<file path="src/rtl/alu_exec_unit_if.sv">
// Execute-stage ALU request/result bundle: operands and opcode in; result, flags and status out.
// The master drives requests and the slave (the ALU) returns registered results.
interface alu_exec_unit_if #(
    parameter int WIDTH = 8
);
    logic             in_valid;
    logic [3:0]       opcode;
    logic [WIDTH-1:0] op_a;
    logic [WIDTH-1:0] op_b;
    logic [WIDTH-1:0] alu_out;
    logic [WIDTH-1:0] alu_out_hi;
    logic             out_valid;
    logic             busy;
    logic [3:0]       flags;

    modport master (
        output in_valid, opcode, op_a, op_b,
        input  alu_out, alu_out_hi, out_valid, busy, flags
    );

    modport slave (
        input  in_valid, opcode, op_a, op_b,
        output alu_out, alu_out_hi, out_valid, busy, flags
    );
endinterface

</file>
<file path="src/rtl/alu_exec_unit.sv">
// 8-bit execute ALU with {Z,N,C,V} flags; ALU_MUL_EN adds a serial 8-iteration unsigned multiply.
// Single-cycle ops: 1 clock. MUL: 9 clocks with busy high; requests seen while busy are dropped.
module alu_exec_unit #(
    parameter int WIDTH    = 8,
    parameter int MUL_ITER = 8
) (
    input  logic           clk,
    input  logic           rst,
    alu_exec_unit_if.slave io
);
    localparam logic [3:0] OP_NOP = 4'h0;
    localparam logic [3:0] OP_ADD = 4'h1;
    localparam logic [3:0] OP_ADC = 4'h2;
    localparam logic [3:0] OP_SUB = 4'h3;
    localparam logic [3:0] OP_SBC = 4'h4;
    localparam logic [3:0] OP_AND = 4'h5;
    localparam logic [3:0] OP_OR  = 4'h6;
    localparam logic [3:0] OP_XOR = 4'h7;
    localparam logic [3:0] OP_NOT = 4'h8;
    localparam logic [3:0] OP_SHL = 4'h9;
    localparam logic [3:0] OP_SHR = 4'hA;
    localparam logic [3:0] OP_RLC = 4'hB;
    localparam logic [3:0] OP_RRC = 4'hC;
    localparam logic [3:0] OP_MUL = 4'hD;
    localparam logic [3:0] OP_CMP = 4'hE;

    if (WIDTH != 8 || MUL_ITER != WIDTH) begin : g_param_check
        $error("alu_exec_unit supports only WIDTH=8 and MUL_ITER=WIDTH");
    end

    logic [WIDTH-1:0] out_q;
    logic [3:0]       flags_q;
    logic             out_vld_q;
    logic             busy_w;
    logic             accept;

    logic [WIDTH-1:0] a;
    logic [WIDTH-1:0] b;
    logic             c_in;
    logic [WIDTH-1:0] res;
    logic [WIDTH:0]   add9;
    logic [WIDTH:0]   sub9;
    logic             c_n;
    logic             v_n;
    logic             wr_out;
    logic             wr_flags;

    assign a      = io.op_a;
    assign b      = io.op_b;
    assign c_in   = flags_q[1];
    assign accept = io.in_valid && !busy_w;

    always_comb begin
        res      = out_q;
        c_n      = c_in;
        v_n      = 1'b0;
        wr_out   = 1'b0;
        wr_flags = 1'b0;
        add9     = '0;
        sub9     = '0;
        case (io.opcode)
            OP_ADD, OP_ADC: begin
                add9     = {1'b0, a} + {1'b0, b} + {{WIDTH{1'b0}}, (io.opcode == OP_ADC) & c_in};
                res      = add9[WIDTH-1:0];
                c_n      = add9[WIDTH];
                v_n      = (a[WIDTH-1] == b[WIDTH-1]) && (res[WIDTH-1] != a[WIDTH-1]);
                wr_out   = 1'b1;
                wr_flags = 1'b1;
            end
            OP_SUB, OP_SBC, OP_CMP: begin
                // bit 8 of the 9-bit difference is the borrow
                sub9     = {1'b0, a} - {1'b0, b} - {{WIDTH{1'b0}}, (io.opcode == OP_SBC) & c_in};
                res      = sub9[WIDTH-1:0];
                c_n      = sub9[WIDTH];
                v_n      = (a[WIDTH-1] != b[WIDTH-1]) && (res[WIDTH-1] != a[WIDTH-1]);
                wr_out   = (io.opcode != OP_CMP);
                wr_flags = 1'b1;
            end
            OP_AND: begin res = a & b; wr_out = 1'b1; wr_flags = 1'b1; end
            OP_OR:  begin res = a | b; wr_out = 1'b1; wr_flags = 1'b1; end
            OP_XOR: begin res = a ^ b; wr_out = 1'b1; wr_flags = 1'b1; end
            OP_NOT: begin res = ~a;    wr_out = 1'b1; wr_flags = 1'b1; end
            OP_SHL: begin
                res = {a[WIDTH-2:0], 1'b0}; c_n = a[WIDTH-1]; wr_out = 1'b1; wr_flags = 1'b1;
            end
            OP_SHR: begin
                res = {1'b0, a[WIDTH-1:1]}; c_n = a[0]; wr_out = 1'b1; wr_flags = 1'b1;
            end
            OP_RLC: begin
                res = {a[WIDTH-2:0], c_in}; c_n = a[WIDTH-1]; wr_out = 1'b1; wr_flags = 1'b1;
            end
            OP_RRC: begin
                res = {c_in, a[WIDTH-1:1]}; c_n = a[0]; wr_out = 1'b1; wr_flags = 1'b1;
            end
            OP_NOP, OP_MUL: begin end
            default: begin end
        endcase
    end

`ifdef ALU_MUL_EN
    typedef enum logic {IDLE, MUL_RUN} state_t;

    localparam logic [3:0] LAST_ITER = 4'(MUL_ITER - 1);

    state_t             state_q;
    logic               busy_q;
    logic [WIDTH-1:0]   hi_q;
    logic [2*WIDTH-1:0] mcand_q;
    logic [2*WIDTH-1:0] prod_q;
    logic [2*WIDTH-1:0] prod_nxt;
    logic [WIDTH-1:0]   mplier_q;
    logic [3:0]         cnt_q;

    assign busy_w   = busy_q;
    assign prod_nxt = prod_q + (mplier_q[0] ? mcand_q : '0);

    always_ff @(posedge clk) begin
        if (!rst) begin
            state_q   <= IDLE;
            busy_q    <= 1'b0;
            out_q     <= '0;
            hi_q      <= '0;
            flags_q   <= '0;
            out_vld_q <= 1'b0;
            mcand_q   <= '0;
            prod_q    <= '0;
            mplier_q  <= '0;
            cnt_q     <= '0;
        end else begin
            out_vld_q <= 1'b0;
            if (state_q == IDLE) begin
                if (accept && io.opcode == OP_MUL) begin
                    state_q  <= MUL_RUN;
                    busy_q   <= 1'b1;
                    mcand_q  <= {{WIDTH{1'b0}}, a};
                    mplier_q <= b;
                    prod_q   <= '0;
                    cnt_q    <= '0;
                end
                if (accept && wr_flags) flags_q <= {res == '0, res[WIDTH-1], c_n, v_n};
                if (accept && wr_out) begin
                    out_q     <= res;
                    hi_q      <= '0;
                    out_vld_q <= 1'b1;
                end
            end else begin
                prod_q   <= prod_nxt;
                mcand_q  <= mcand_q << 1;
                mplier_q <= mplier_q >> 1;
                cnt_q    <= cnt_q + 4'd1;
                if (cnt_q == LAST_ITER) begin
                    state_q   <= IDLE;
                    busy_q    <= 1'b0;
                    out_vld_q <= 1'b1;
                    out_q     <= prod_nxt[WIDTH-1:0];
                    hi_q      <= prod_nxt[2*WIDTH-1:WIDTH];
                    flags_q   <= {prod_nxt == '0, prod_nxt[2*WIDTH-1],
                                  prod_nxt[2*WIDTH-1:WIDTH] != '0, 1'b0};
                end
            end
        end
    end

    assign io.alu_out_hi = hi_q;
`else
    assign busy_w = 1'b0;

    always_ff @(posedge clk) begin
        if (!rst) begin
            out_q     <= '0;
            flags_q   <= '0;
            out_vld_q <= 1'b0;
        end else begin
            out_vld_q <= 1'b0;
            if (accept && wr_flags) flags_q <= {res == '0, res[WIDTH-1], c_n, v_n};
            if (accept && wr_out) begin
                out_q     <= res;
                out_vld_q <= 1'b1;
            end
        end
    end

    assign io.alu_out_hi = '0;
`endif

    assign io.alu_out   = out_q;
    assign io.flags     = flags_q;
    assign io.out_valid = out_vld_q;
    assign io.busy      = busy_w;
endmodule

</file>
<file path="src/flat_wrapper.sv">
// flat-port wrapper written by rule: the top's interface ports become plain ports
module alu_exec_unit_flat 
#(
    parameter int WIDTH    = 8,
    parameter int MUL_ITER = 8
)
  (clk, rst, io_in_valid, io_opcode, io_op_a, io_op_b, io_alu_out, io_alu_out_hi, io_out_valid, io_busy, io_flags);
  alu_exec_unit_if #(.WIDTH(WIDTH)) io_i ();
  input  logic clk;
  input  logic rst;
  input wire logic [$bits(io_i.in_valid)-1:0] io_in_valid;
  input wire logic [$bits(io_i.opcode)-1:0] io_opcode;
  input wire logic [$bits(io_i.op_a)-1:0] io_op_a;
  input wire logic [$bits(io_i.op_b)-1:0] io_op_b;
  output wire logic [$bits(io_i.alu_out)-1:0] io_alu_out;
  output wire logic [$bits(io_i.alu_out_hi)-1:0] io_alu_out_hi;
  output wire logic [$bits(io_i.out_valid)-1:0] io_out_valid;
  output wire logic [$bits(io_i.busy)-1:0] io_busy;
  output wire logic [$bits(io_i.flags)-1:0] io_flags;
  assign io_i.in_valid = io_in_valid;
  assign io_i.opcode = io_opcode;
  assign io_i.op_a = io_op_a;
  assign io_i.op_b = io_op_b;
  assign io_alu_out = io_i.alu_out;
  assign io_alu_out_hi = io_i.alu_out_hi;
  assign io_out_valid = io_i.out_valid;
  assign io_busy = io_i.busy;
  assign io_flags = io_i.flags;
  alu_exec_unit #(.WIDTH(WIDTH), .MUL_ITER(MUL_ITER)) u_core (.clk(clk), .rst(rst), .io(io_i));
endmodule
</file>
<file path="config.mk">
export PLATFORM = sky130hd
export DESIGN_NAME = alu_exec_unit_flat
export DESIGN_NICKNAME = d
export VERILOG_FILES = /design/src/rtl/alu_exec_unit_if.sv /design/src/rtl/alu_exec_unit.sv /design/src/flat_wrapper.sv
export SDC_FILE = /design/constraint.sdc
export NUM_CORES = 1
export LEC_CHECK = 0
export ABC_AREA = 1
export CORE_ASPECT_RATIO = 0.9
export CORE_MARGIN = 2
export CORE_UTILIZATION = 30
export DETAILED_ROUTE_END_ITERATION = 10
export PLACE_DENSITY = 0.53
export SETUP_SLACK_MARGIN = 0.05
export SLEW_MARGIN = 20
export SYNTH_ARGS = -nofsm -noshare
export SYNTH_HDL_FRONTEND = slang
export SYNTH_SLANG_ARGS = --single-unit
</file>
<file path="constraint.sdc">
create_clock -name clk -period 3.4 [get_ports clk]
set_input_delay 0.51 -clock clk [delete_from_list [all_inputs] [get_ports clk]]
set_output_delay 0.51 -clock clk [all_outputs]
set_load 0.005 [all_outputs]
</file>
## After elaboration in Yosys (flattened, before gate mapping)

Index checks and enable logic that the tools add are counted.

- Logic and storage cells: 51
- Output and inout port bits: 22
- Register bits: 13

- Bitwise logic cells: 6
- Equal/unequal tests: 18
- Add/subtract/negate cells: 4
- Reduce and logical (&&, ||, !) cells: 13
- Mux-type cells: 6

Operators with widths:

| cell | number |
|---|---|
| $pmux 8 s10 | 1 |
| $eq 4x4->1 const B | 6 |
| $eq 4x3->1 const B | 4 |
| $reduce_or 13->1 | 1 |
| $reduce_or 10->1 | 1 |
| $add 8x8->9 | 1 |
| $add 9x1->9 | 1 |
| $sub 8x8->9 | 1 |
| $sub 9x1->9 | 1 |
| $and 8x8->8 | 1 |
| $eq 4x2->1 const B | 2 |
| $logic_not 8->1 | 1 |
| $not 8->8 | 1 |
| $or 8x8->8 | 1 |
| $xor 8x8->8 | 1 |
| $reduce_or 2->1 | 3 |
| $eq 4x1->1 const B | 1 |
| $logic_and 1x1->1 | 4 |
| $ne 4x4->1 const B | 1 |
| $pmux 1 s2 | 2 |
| $pmux 1 s4 | 1 |
| $reduce_bool 4->1 | 1 |
| $ne 1x1->1 | 3 |
| $reduce_or 3->1 | 1 |
| other kinds (4) | 6 |

## Depth between registers and ports, before layout

Gate-level depths: netlist (run 1).

- Depth in word-level cells: 6
- Depth in mapped cells: 20

## Least setup slack after synthesis (run 1)

OpenSTA, ideal clock, no wires.

- Path type: input -> register
- Start point: input port io_opcode[1]
- End point: register u_core.flags_q[3], in the netlist u_core.io.flags[3]
- Slack: 0.902 ns
- Arrival: 2.428 ns
- Setup time: 0.070 ns
- Stages on the path: 13
- Buffers on the path: 0
- Required time: 3.330 ns
- Cells stage by stage: nor2_2 -> nand3_1 -> fa_1 -> fa_1 -> nor2_1 -> o211ai_1 -> nand3_1 -> nand2_1 -> nor3_2 -> nand2_1 -> nor2_1 -> nand3_1 -> a21oi_1

- Longest elaborated chain between the ends: 5

Ends and longest elaborated chain:

| what | RTL line | RTL |
|---|---|---|
| start: declaration | flat_wrapper.sv:12 | `input wire logic [$bits(io_i.opcode)-1:0] io_opcode;` |
| $eq 4x3->1 or $eq 4x2->1 (tied branches) | alu_exec_unit.sv:61, alu_exec_unit.sv:72, alu_exec_unit.sv:63 |  |
| $and 1x1->1 (on tied branches) | alu_exec_unit.sv:72, alu_exec_unit.sv:63 |  |
| $sub 9x1->9 or $add 9x1->9 (tied branches) | alu_exec_unit.sv:72, alu_exec_unit.sv:63 |  |
| $pmux 8 s10 | alu_exec_unit.sv:61 | `case (io.opcode)` |
| $logic_not 8->1 | alu_exec_unit.sv:175 | `if (accept && wr_flags) flags_q <= {res == '0, res[WIDTH-1], c_n, v_n};` |
| end signal: assignment | alu_exec_unit.sv:175 |  |
| end: declaration | alu_exec_unit.sv:32 | `logic [3:0] flags_q;` |

Several ways; a longest one is shown, not always the timed one.
A chain may end at the register's enable or synchronous reset.

## Worst setup path after layout (run 1)

Same ends and word-level chain as after synthesis.

==> impl_metrics.toml, run 1 <==
[die]
pin_count = 45
rows = 30
die_height_um = 87.8
core_sq_mm = 0.00754
floorplan.initialDensity_pct = 31.0
die_area_sq_mm = 0.00852
die_w_um = 97.1

[timing]
rsz0062_at_grt = "false"
max_slew_margin_pct = 44.7
fin_ws_ns = 0.267
setup_viol = 0
fin_crit_ns = 3.13
worst_pin_slew_ns = 0.827
layout_worst_path_cycle_share_pct = 92.1
hold_violations = 0
maxSlewViolCount = 0
fmax_mhz = 319
fin_worst_skew_ns = 0.00354

[status]
outcome = "finished, final reports clean"

[placement]
port_buffers = 35
dp_worst_setup_slack_ns = -0.0259
place_congestion = 0.925
hpwl_um = 5970

[job]
maxCapViolations = 0

[critical_path]
cp.required_ns = 3.58
crit_start = "io_opcode[1]"
start_kind = "input port"
cp_common_cell = "nand3_1"
slowest_delay_ns = 0.54
rrSetupSlack_ns = 0.85
worst-setup-path-type = "input port to register"
timing.rr.end = "u_core.io.flags[3]"
crit_buf_inv = 3
crit_family = "simple AND/OR/NAND/NOR gates"
crit_arrival_ns = 3.31
regToRegStartpoint = "u_core.io.flags[1]"
end_kind = "register"
reg2regPathDepth = 12
crit_slowest_cell = "clkdlybuf4s50_1"
cp_cell_sequence = "clkdlybuf4s50_1 > inv_1 > nor2_2 > nand3_1 > fa_1 > fa_1 > inv_1 > nand3_1 > nand3_1 > nand2_1 > nand3_1 > nand3_1 > nand2_1 > nand2_1 > nor2_1 > nand3_1 > a21oi_1"
path_max_fanout = 4

[route]
vias = 2589
drtIter0Drc = 179
wire_per_inst_um = 13.0
dr.pass1.iters = 5
drt-total-wl_um = 7130
viasPerCell = 4.72
detail-route-antenna-nets = 0
drc = 0

[final_layout]
nNetsFinal = 510
mostFrequentLayoutCells = "123 x nand2_1, 70 x inv_1, 40 x nor2_1, 37 x nand3_1, 35 x clkdlybuf4s50_1"
area_growth_pct = 21.8
antennaDiodeCount = 0
layout_commonest_cell = "nand2_1"
drive_gt1_share_pct = 4.65

[yosys]
synth_cell_types = 34
async_reset_ff_share_pct = 0
synth_area_sq_mm = 0.00234
yosys_warnings = 0
yosysSeqAreaShare_pct = 11.1
syn_avg_cell_area_sq_um = 5.69
ys_seq_elements = 13
synth_flop_cell = "dfxtp_1"
synthCells = 411
synth_edf_count = 0

[cts]
cts-root-buf = "clkbuf_8"
path_clk_slew_ns = 0.06
cts_tree = "built"
h-tree-depth = 1
cts.sinks = 13
cts_buffers = 3
cts_buffer_depth = 2
clkLatencyLatePin_ns = 0.24

[hold_path]
whs_path_depth = 2
hold_path_class = "register to register"
hold_end = "u_core.io.flags[3]"
holdCritStartpoint = "u_core.io.flags[3]"

[global_route]
grt_pass1_wl_um = 11800
track_usage_pct = 16.9
grt_start_max_net_pins = 17
antenna_found_initial = 0
first_global_vias = 2378
grt_overflow_total = 0

[power]
power_leakage_nw = 1.51
power.density_mw_per_mm2 = 246
p_total_mw = 0.700
vdd_drop_max_mv = 0.123
[registers in the layout, indices dropped and copies added (netlist names)]
signal and flops:
u_core.io.out_valid 1, u_core.io.alu_out 8, u_core.io.flags 4
[cell families (layout without fill, tap and decap cells)]
kind of cell               Yosys count  in the layout  share of synthesized area (%)
xor gates and xnor gates             3              3                           1.12
DFF                                 13             13                           11.1
other                                1              9                          0.160
buffers and inverters               87            120                           15.8
and+or+nand+nor                    225            225                           41.1
adders and majority gates           34             34                           19.5
AOI/OAI and AO/OA                   48             48                           11.3
[repair_timing]
item	CTS	global route
buffers inserted	0	0
resized for setup	0	1
endpoints found under the setup margin	0	1
hold buffers	0	0
[cells in the mapped netlist (2+ instances only)]
| master | count | area (sq um) |
|---|---|---|
| nand2_1 | 123 | 462 |
| inv_1 | 70 | 263 |
| nor2_1 | 41 | 154 |
| nand3_1 | 37 | 185 |
| ha_1 | 30 | 375 |
| a21oi_1 | 17 | 85.1 |
| o21ai_0 | 16 | 80.1 |
| dfxtp_1 | 13 | 260 |
| buf_4 | 9 | 67.6 |
| o211ai_1 | 7 | 52.6 |
| nand4_1 | 6 | 37.5 |
| o21ai_1 | 5 | 25.0 |
| fa_1 | 4 | 80.1 |
| nand3b_1 | 4 | 30.0 |
| inv_2 | 3 | 11.3 |
| or2_1 | 3 | 18.8 |
| xor2_1 | 3 | 26.3 |
| nand2_2 | 2 | 12.5 |
| nor2_2 | 2 | 12.5 |
| nor3_1 | 2 | 10.0 |
[stage by stage]
stage	util (%)	cells	hold WS (ns)	cell area (sq um)	TNS [ns]
2_1_floorplan	-	419	0.458	2370	0
6_report	37.8	548	0.475	2850	0
5_1_grt	37.8	548	0.507	2850	0
3_3_place_gp	37.1	544	0.466	2800	-0.0407
4_1_cts	37.7	548	0.474	2850	0
3_5_place_dp	37.1	544	0.465	2800	-0.0259
[power breakdown]
group / internal, mW / switching (mW) / leakage (nW)
sequential: 0.166 / 0.0102 / 0.107
clock: 0.0828 / 0.0550 / 0.0228
combinational: 0.158 / 0.228 / 1.38
[layer usage]
metal	vias up	wire length, um	global-route usage, %
li1	1351	-	-
met5	-	0	0
met4	0	20	1.28
met3	2	499	2.08
met1	1149	3580	25.1
met2	87	3030	27.3
[tightest hold or removal path: cells and delay by family (launching register included)]
family | cells | cell delay, ns
DFF | 1 | 0.31
and+or+nand+nor | 1 | 0.06
AOI/OAI and AO/OA | 1 | 0.05
[worst max-delay path by stage]
stage / depth (start not counted) / to / slack, ns
2_1_floorplan: 13 / u_core.io.flags[3] / 0.90
3_3_place_gp: 17 / u_core.io.flags[3] / -0.04
3_5_place_dp: 17 / u_core.io.flags[3] / -0.03
4_1_cts: 17 / u_core.io.flags[3] / 0.21
5_1_grt: 17 / u_core.io.flags[3] / 0.12
6_report: 17 / u_core.io.flags[3] / 0.27
[area by class of cell]
| cell class | count | area, sq um |
|---|---|---|
| Clock buffer | 4 | 45.0 |
| Fill cell | 834 | 4700 |
| Tap cell | 96 | 120 |
| Multi-Input combinational cell | 319 | 1740 |
| Sequential cell | 13 | 260 |
| Inverter | 74 | 278 |
| Timing Repair Buffer | 42 | 403 |
No activity file was read; power rests on OpenSTA's default activity.
==> inputs of run 2 (changes only) <==
- TNS_END_PERCENT: unset -> 20
==> results of run 2 <==
The final DEF is identical to that of run 1; final timing and power are the same.
==> inputs of run 3 (changes only) <==
- TNS_END_PERCENT: 20 -> unset
==> results of run 3 <==
The final DEF is identical to that of run 1; final timing and power are the same.
